[config.mk]
export PLATFORM = sky130hd
export DESIGN_NAME = elevator_controller
export DESIGN_NICKNAME = d
export VERILOG_FILES = /design/src/rtl/elevator_pkg.sv /design/src/rtl/edge_sync.sv /design/src/rtl/elevator_controller.sv
export SDC_FILE = /design/constraint.sdc
export NUM_CORES = 1
export LEC_CHECK = 0
export BUFFER_PORTS_ARGS = -buffer_cell sky130_fd_sc_hd__clkbuf_2
export CAP_MARGIN = 20
export CORE_MARGIN = 2
export CORE_UTILIZATION = 51
export CTS_BUF_LIST = sky130_fd_sc_hd__clkbuf_4 sky130_fd_sc_hd__clkbuf_8 sky130_fd_sc_hd__clkbuf_16
export DETAILED_ROUTE_END_ITERATION = 7
export PLACE_DENSITY = 0.82
export RECOVER_POWER = 50
export SKIP_LAST_GASP = 1
export SLEW_MARGIN = 20
export SYNTH_ARGS = -nofsm -noshare
export SYNTH_HDL_FRONTEND = slang
export SYNTH_SLANG_ARGS = --single-unit
[constraint.sdc]
create_clock -name clk_50 -period 2.37 [get_ports clk_50]
set_input_delay 0.1185 -clock clk_50 [delete_from_list [all_inputs] [get_ports clk_50]]
set_output_delay 0.1185 -clock clk_50 [all_outputs]
set_load 0.02 [all_outputs]
[src/rtl/elevator_pkg.sv]
// Shared types and constants for the 3-floor elevator car controller.
// Floors are numbered 1..NUM_FLOORS; request bit k-1 belongs to floor k.
package elevator_pkg;

    typedef enum logic [1:0] {
        IDLE = 2'd0,
        MOVE = 2'd1,
        DOOR = 2'd2
    } state_t;

    localparam int NUM_FLOORS = 3;
    localparam int FLOOR_W    = 2;

    localparam logic DIR_UP   = 1'b1;
    localparam logic DIR_DOWN = 1'b0;

    localparam logic [FLOOR_W-1:0] BOT_FLOOR = 2'd1;
    localparam logic [FLOOR_W-1:0] TOP_FLOOR = 2'd3;

    // One-hot request mask for a floor number
    function automatic logic [NUM_FLOORS-1:0] floor_bit(
        input logic [FLOOR_W-1:0] f
    );
        logic [NUM_FLOORS-1:0] m;
        m = '0;
        unique case (f)
            2'd1:    m = 3'b001;
            2'd2:    m = 3'b010;
            2'd3:    m = 3'b100;
            default: m = '0;
        endcase
        return m;
    endfunction

endpackage

[src/rtl/edge_sync.sv]
// Multi-stage synchronizer followed by a single-cycle edge detector.
// RISING selects 0->1 detection; otherwise 1->0 is detected.
module edge_sync #(
    parameter int STAGES = 2,
    parameter bit RISING = 1'b1
) (
    input  logic clk,
    input  logic reset,
    input  logic din,
    output logic pulse
);

    // Resting level before the edge of interest, so reset never fakes an edge
    localparam logic REST = !RISING;

    logic [STAGES-1:0] sync_q;
    logic [STAGES-1:0] sync_d;
    logic              last_q;
    logic              last_d;

    // Shift the raw input through the chain and remember the last settled value
    always_comb begin
        sync_d = {sync_q[STAGES-2:0], din};
        last_d = sync_q[STAGES-1];
    end

    // Synchronizer and history registers
    always_ff @(posedge clk) begin
        if (reset) begin
            sync_q <= {STAGES{REST}};
            last_q <= REST;
        end else begin
            sync_q <= sync_d;
            last_q <= last_d;
        end
    end

    assign pulse = RISING ? (sync_q[STAGES-1] & ~last_q)
                          : (~sync_q[STAGES-1] & last_q);

endmodule

[src/rtl/elevator_controller.sv]
// Car controller: latches floor calls, picks a direction, steps one floor
// per travel period and holds the door open at served floors.
module elevator_controller
    import elevator_pkg::*;
#(
    parameter int TRAVEL_TICKS = 4,
    parameter int DOOR_TICKS   = 3,
    parameter int SYNC_STAGES  = 2
) (
    input  logic               clk_50,
    input  logic               reset,
    input  logic               button1,
    input  logic               button2,
    input  logic               button3,
    input  logic               tick,
    output logic               moving,
    output logic [FLOOR_W-1:0] floor,
    output logic               direction,
    output logic               door_open,
    output logic [NUM_FLOORS-1:0] requests
);

    localparam int TW = (TRAVEL_TICKS > 1) ? $clog2(TRAVEL_TICKS) : 1;
    localparam int DW = (DOOR_TICKS > 1) ? $clog2(DOOR_TICKS) : 1;
    localparam logic [TW-1:0] T_LAST = TW'(TRAVEL_TICKS - 1);
    localparam logic [DW-1:0] D_LAST = DW'(DOOR_TICKS - 1);

    logic [NUM_FLOORS-1:0] press;
    logic                  tick_rise;

    edge_sync #(.STAGES(SYNC_STAGES), .RISING(1'b0)) u_b1 (
        .clk(clk_50), .reset(reset), .din(button1), .pulse(press[0])
    );
    edge_sync #(.STAGES(SYNC_STAGES), .RISING(1'b0)) u_b2 (
        .clk(clk_50), .reset(reset), .din(button2), .pulse(press[1])
    );
    edge_sync #(.STAGES(SYNC_STAGES), .RISING(1'b0)) u_b3 (
        .clk(clk_50), .reset(reset), .din(button3), .pulse(press[2])
    );
    edge_sync #(.STAGES(SYNC_STAGES), .RISING(1'b1)) u_tick (
        .clk(clk_50), .reset(reset), .din(tick), .pulse(tick_rise)
    );

    state_t                state_q, state_d;
    logic [FLOOR_W-1:0]    floor_q, floor_d;
    logic                  dir_q, dir_d;
    logic                  moving_q, moving_d;
    logic                  door_q, door_d;
    logic [NUM_FLOORS-1:0] req_q, req_d;
    logic [TW-1:0]         travel_q, travel_d;
    logic [DW-1:0]         dcnt_q, dcnt_d;

    logic [NUM_FLOORS-1:0] cur, nbit, above, below, set_v, clr_v;
    logic [FLOOR_W-1:0]    nf;

    // Neighbour floor in the travel direction and request masks around the car
    always_comb begin
        above = '0;
        below = '0;
        unique case (floor_q)
            2'd1:    above = 3'b110;
            2'd2:    begin above = 3'b100; below = 3'b001; end
            2'd3:    below = 3'b011;
            default: begin above = '0; below = '0; end
        endcase
        if (dir_q == DIR_UP && floor_q != TOP_FLOOR) begin
            nf = floor_q + 1'b1;
        end else if (dir_q == DIR_DOWN && floor_q != BOT_FLOOR) begin
            nf = floor_q - 1'b1;
        end else begin
            nf = floor_q;
        end
        cur  = floor_bit(floor_q);
        nbit = floor_bit(nf);
    end

    // Next-state, counters and request bookkeeping
    always_comb begin
        state_d  = state_q;
        floor_d  = floor_q;
        dir_d    = dir_q;
        moving_d = moving_q;
        door_d   = door_q;
        travel_d = travel_q;
        dcnt_d   = dcnt_q;
        set_v    = press;
        clr_v    = '0;
        unique case (state_q)
            IDLE: begin
                if (((req_q | press) & cur) != '0) begin
                    clr_v   = cur;
                    door_d  = 1'b1;
                    dcnt_d  = '0;
                    state_d = DOOR;
                end else if ((req_q & (dir_q ? above : below)) != '0) begin
                    moving_d = 1'b1;
                    travel_d = '0;
                    state_d  = MOVE;
                end else if ((req_q & (dir_q ? below : above)) != '0) begin
                    dir_d    = ~dir_q;
                    moving_d = 1'b1;
                    travel_d = '0;
                    state_d  = MOVE;
                end
            end
            MOVE: begin
                if (tick_rise) begin
                    if (travel_q == T_LAST) begin
                        floor_d  = nf;
                        travel_d = '0;
                        if (((req_q | press) & nbit) != '0) begin
                            clr_v    = nbit;
                            moving_d = 1'b0;
                            door_d   = 1'b1;
                            dcnt_d   = '0;
                            state_d  = DOOR;
                        end
                    end else begin
                        travel_d = travel_q + 1'b1;
                    end
                end
            end
            DOOR: begin
                if ((press & cur) != '0) begin
                    set_v  = press & ~cur;
                    dcnt_d = '0;
                end else if (tick_rise) begin
                    if (dcnt_q == D_LAST) begin
                        door_d  = 1'b0;
                        dcnt_d  = '0;
                        state_d = IDLE;
                    end else begin
                        dcnt_d = dcnt_q + 1'b1;
                    end
                end
            end
            default: state_d = IDLE;
        endcase
        req_d = (req_q | set_v) & ~clr_v;
    end

    // Controller state registers
    always_ff @(posedge clk_50) begin
        if (reset) begin
            state_q  <= IDLE;
            floor_q  <= BOT_FLOOR;
            dir_q    <= DIR_UP;
            moving_q <= 1'b0;
            door_q   <= 1'b0;
            req_q    <= '0;
            travel_q <= '0;
            dcnt_q   <= '0;
        end else begin
            state_q  <= state_d;
            floor_q  <= floor_d;
            dir_q    <= dir_d;
            moving_q <= moving_d;
            door_q   <= door_d;
            req_q    <= req_d;
            travel_q <= travel_d;
            dcnt_q   <= dcnt_d;
        end
    end

    assign moving    = moving_q;
    assign floor     = floor_q;
    assign direction = dir_q;
    assign door_open = door_q;
    assign requests  = req_q;

endmodule

Yosys cells after proc, flatten, opt, wreduce, memory -nomap -nowiden:

Cells that the tools add are included.

* input bits: 6
* output and inout port bits: 8
* logic and storage cells: 136
* register bits: 26

* equality and inequality tests: 23
* add/subtract/negate cells: 4
* reductions and logical operators: 17
* multiplexer cells: 54
* bitwise gates (word level): 22

Operators by type and width (count)
* $mux W2: 23
* $mux W3: 8
* $and A3 B3 Y3: 7
* $ne A2 B2 Y1 const B: 9
* $pmux W3 S3: 2
* $reduce_bool A3 Y1: 6
* $eq A2 B2 Y1 const B: 7
* $mux W1: 13
* $pmux W2 S3: 2
* $pmux W3 S2: 2
* $reduce_and A6 Y1: 2
* $pmux W2 S2: 2
* $reduce_and A4 Y1: 2
* $reduce_and A8 Y1: 1
* $not A1 Y1: 7
* $reduce_and A7 Y1: 1
* $add A2 B1 Y2 const B: 3
* $eq A2 B1 Y1 const B: 3
* $ne A3 B3 Y1 const B: 2
* $not A3 Y3: 2
* $or A3 B3 Y3: 2
* $and A1 B1 Y1: 4
* $ne A4 B4 Y1 const B: 1
* $pmux W1 S3: 1
* 7 further kinds: 8

Longest topological paths before layout:

* depth in word-level cells: 14
* gate-level depth with buffers: 8
* mapped depth without buffers: 8

Hierarchy:

From an unflattened synthesis, not the netlist that was laid out.

* cells, all modules: 152
* area, all modules: 1367.6 µm²

Modules (own cells, without submodules)
* elevator_controller: cells each 124, area each 1024.7 µm², instances 1, seq. area each 280.3 µm²
* edge_sync (u_b1 ...): cells each 7, area each 85.1 µm², instances 3, seq. area each 60.1 µm²
* edge_sync (u_tick): cells each 7, area each 87.6 µm², instances 1, seq. area each 60.1 µm²

Worst setup path before layout:

Ideal clock, no wire load.

* path type: register to register
* start: register floor_q[0], in the netlist floor[0]
* end: register state_q[1]
* clock period less this slack: 2490 ps
* path slack: -120 ps
* arrival time: 2374 ps
* data required time: 2255 ps
* setup time: 115 ps
* stages on the path, launching flop included: 9
* path buffers: 0
* cells stage by stage: dfxtp_1 > inv_1 > ha_1 > nor2b_1 > a211oi_2 > or4_4 > a211oi_4 > nor4_1 > o21ba_2

* longest elaborated chain between the ends: 10
* elaborated cells on any way between the ends: 37
* those cells by class: add/sub: 2; eq/ne: 11; mux: 11; bitwise: 5; reduce/logical: 8

RTL lines
* start, declared: line elevator_controller.sv:45 `logic [FLOOR_W-1:0] floor_q, floor_d;`
* start signal, assigned: line elevator_controller.sv:155 `floor_q <= floor_d;`
* branches (longest 10 deep; another with $sub A2 B1 Y2)
* end signal, assigned: line elevator_controller.sv:154 `state_q <= state_d;`
* end, declared: line elevator_controller.sv:44 `state_t state_q, state_d;`

Several ways; the timed one is not identified.
A chain may end at the register's enable or synchronous reset.

Worst setup path after layout:

* start: register floor_q[0], in the netlist floor[0]
* end: register door_q, in the netlist door_open

* longest elaborated chain between the ends: 10
* elaborated cells on any way between the ends: 26
* those cells by class: add/sub: 2; eq/ne: 11; mux: 4; bitwise: 3; reduce/logical: 6

RTL lines
* branches (longest 9 deep; another with $sub A2 B1 Y2)
* $reduce_and A8 Y1 (no source line) (*)
* end signal, assigned: line elevator_controller.sv:158 `door_q <= door_d;`
* end, declared: line elevator_controller.sv:48 `logic door_q, door_d;`

Every way passes the cells marked *.

==> results list <==
* Chip Height: 54.83 um
* Critical-path cell list: buf_4 > ha_1 > mux2i_1 > xnor2_1 > nor3_2 > or4_1 > a211oi_2
- Entering global routing, the biggest net connects 28 pins.
* Number of failing hold endpoints at the final stage: 0
- Synthesis produced 147 cells.
- Post-synth ARST share: 0%
- At the worst endpoint, the required time is 2.63 ns.
- Of the total power, the share spent switching nets is 30.98%.
* Status: finished, final reports clean
- Number of synthesized flops with an enable pin: 0
- Timing would allow up to 0.4382 GHz.
- Tightest Hold Check Type: primary input to flop
- Summed over all layers, the routed wires come to 2709 um.
- Dividing the final minimum period by the clock period gives 96.29%.
- The number of antenna violations at the first check in global routing came to 0.
- Area of the mapped netlist: 1318 um2
* DR vias: 1148
- The number of antenna diodes in the final layout is 0.
- Area Overhead vs Synth: 17.28%
- The share of the Yosys chip area taken by registers is 39.51%.
* Floorplan Core Area: 2455 um2
* Die ar.: 3006 um2
* Number of nets in the layout: 180
- Static leakage: 0.6052 nW
- Setup total negative slack on the finished layout was measured at 0 ns.
- Power density over the cells: 730.3 nW/um2
- CTS built an H-tree with a depth of 1.
* Worst hold margin: 0.2478 ns
- Internal power contribution: 0.0007788 W
- Headroom to the max-slew limit came out at 60.83%.
- At the end of the flow the core is filled with cells to 62.95%.
- Global router's overall resource usage: 19.94%
- Final HPWL DP: 1956 um
- Worst path arrival time: 2.55 ns
- Class of the most critical setup path: flop to flop
* Worst-case clock buffer depth: 2
* Reg power frac: 45.7%
* Detailed-route vias per instance: 5.827
- The final-report max-slew violation count is 0.
- Buffers inserted during clock tree synthesis total 3.
- Setup repair after global routing missed its margin: true
- Setup-failing EPs final: 0
* Wire length of the first global-routing pass: 4188 um
- Part of the total power dissipated in combinational logic: 27.3%
- Distinct cell type count of the synthesized netlist: 39
* Synth Net Count: 159
* Capturing element type of the critical path: flop
* Primary flip-flop cell chosen by synthesis mapping: dfxtp_1
- The later pin in the worst-skew pair is clocked with a latency of 0.33 ns.
* Clock group share of total power: 27.0%
- Clock-pin slew on the worst setup and hold paths: 0.15 ns
- Critical path fanouts, max: 5
- Number of buffers inserted by port buffering: 13
* Final critical path time including I/O delays and setup: 2.282 ns
- Clock sinks: 26
- Switching pwr: 0.0003496 W
- From left edge to right edge, the die measures 54.83 um.
* Root buffer selected by CTS: clkbuf_4
- Post-route antenna net violation count: 0
- In this run, the number of DRC markers left after iteration 0 of detailed routing was 27.
* Slew @ Worst Pin: 0.5823 ns
* Vias in the first global route: 1031
- Across the VDD grid, the largest voltage drop is 0.0005430 V.
- Of the cells placed in the final design, the portion with a size suffix greater than 1 is 23.35%.
- The worst setup path is launched from a flop.
* Cell at the slowest stage of the critical path: or4_1
* Mean Syn Cell Area: 8.963 um2
- DRC Markers: 0
- In this run, synthesis produced a sequential element count of 26.
- Global routing finished with a remaining overflow of 0.
* Number of violations of the max-capacitance limit: 0
- TritonCTS clock tree: done
- The initial utilization of the core area, before any placement, comes to 53.67%.
* I/O pin count: 14
* Clk_skew: 0.01105 ns
- Placement row count: 18
* Routed WL per cell: 13.75 um
- For this run, the detailed router's first-pass iteration total came to 4.
- Final Wtd Congestion: 0.9373
- For this run, the number of Yosys warnings is 0.
* Final total power: 0.001128 W
- The largest single stage delay on the critical path is 0.54 ns.
through the flow:
stage	cell area, um2	instances	worst slack [ns]
floorplan	1319	147	0.04226
global placement	1429	189	0.1541
detailed placement	1429	189	0.05785
CTS	1521	197	0.02848
global route	1545	197	-0.02842
finish	1545	197	0.08782
Yosys cell counts, drive strengths merged, types with 5 or more instances:
library cell	instances	area, um2
nand2	8	30.03
mux2i	5	50.05
nand2b	5	31.28
dfxtp	26	520.5
ha	6	75.07
nor2	17	63.81
o21ai	7	35.03
inv	6	22.52
or2	9	56.30
nor2b	9	56.30
nor3	5	25.02
power groups by stage:
stage	logic (W)	clock network, W	registers [W]
floorplan	0.000238	0	0.000519
global placement	0.000293	0	0.000520
detailed placement	0.000299	0	0.000523
CTS	0.000307	0.000314	0.000514
global route	0.000343	0.000331	0.000520
finish	0.000308	0.000305	0.000515
registers in the layout (all words and copies together) (netlist names):
signal,flops
requests,3
dcnt_q,2
floor,2
state_q,2
travel_q,2
u_b1.sync_q,2
u_b2.sync_q,2
u_b3.sync_q,2
u_tick.sync_q,2
direction,1
door_open,1
moving,1
u_b1.last_q,1
u_b2.last_q,1
u_b3.last_q,1
u_tick.last_q,1
critical path: cells and delay by family (launching register included):
family	cells	cell delay [ns]
flip-flops	1	0.36
XOR/XNOR	1	0.23
buffers and inverters	1	0.15
AO/OA/AOI/OAI	1	0.21
adder cells (fa/ha/maj)	1	0.28
AND/OR/NAND/NOR	2	0.65
multiplexers	1	0.34
repair_timing:
item                                    CTS  global route
resized for setup                         0             7
hold buffers                              4             0
hold endpoints to repair                  4             0
setup buffers                             0             0
endpoints found under the setup margin    0             6
layout by cell type (no fill, tap or decap), types with 2 or more instances in the layout:
master	n
dfxtp_1	24
nor2_1	17
or2_2	9
clkbuf_2	9
nor2b_1	8
nand2_1	8
inv_1	6
o21ai_0	6
ha_1	6
nand2b_1	5
mux2i_1	5
nor3_1	4
a21oi_1	4
o21bai_1	4
dlygate4sd3_1	4
clkbuf_1	4
clkbuf_4	3
buf_4	3
a22oi_1	2
a211oi_4	2
nand4_1	2
nor4_1	2
o21a_1	2
or4_1	2
a2111oi_0	2
dfxtp_2	2
cell type report:
class                   count  area [um2]
inverters                   6       22.52
flip-flops and latches     26       523.0
multi-input cells         111       787.0
repair buffers             20       122.6
clock buffers               3       22.52
clock inverters             1       30.03
fillers                   223       909.6
well taps                  30       37.54
per-layer routing:
layer	global-route usage, %	wire length, um	share of wire, %
met1	21.27	1129	42
met3	4.372	145	5.4
met4	12.50	91	3.4
met5	0	0	0
met2	35.12	1343	50
worst paths after layout:
path	cells after the start	start	slack [ns]	end
worst min-delay path	2	reset	0.25	door_open
worst max register to register	7	floor[0]	0.09	door_open
worst max-delay path	7	floor[0]	0.09	door_open
worst min register to register	1	u_b2.sync_q[0]	0.43	u_b2.sync_q[1]
kinds of logic after synthesis:
| family | share of synthesized area (%) |
|---|---|
| fa+ha+maj | 5.698 |
| compound gates | 18.99 |
| xor+xnor | 1.900 |
| buf+inv | 2.849 |
| mux | 3.799 |
| flops | 39.51 |
| simple gates | 27.25 |
(Power assumes the default switching activity.)
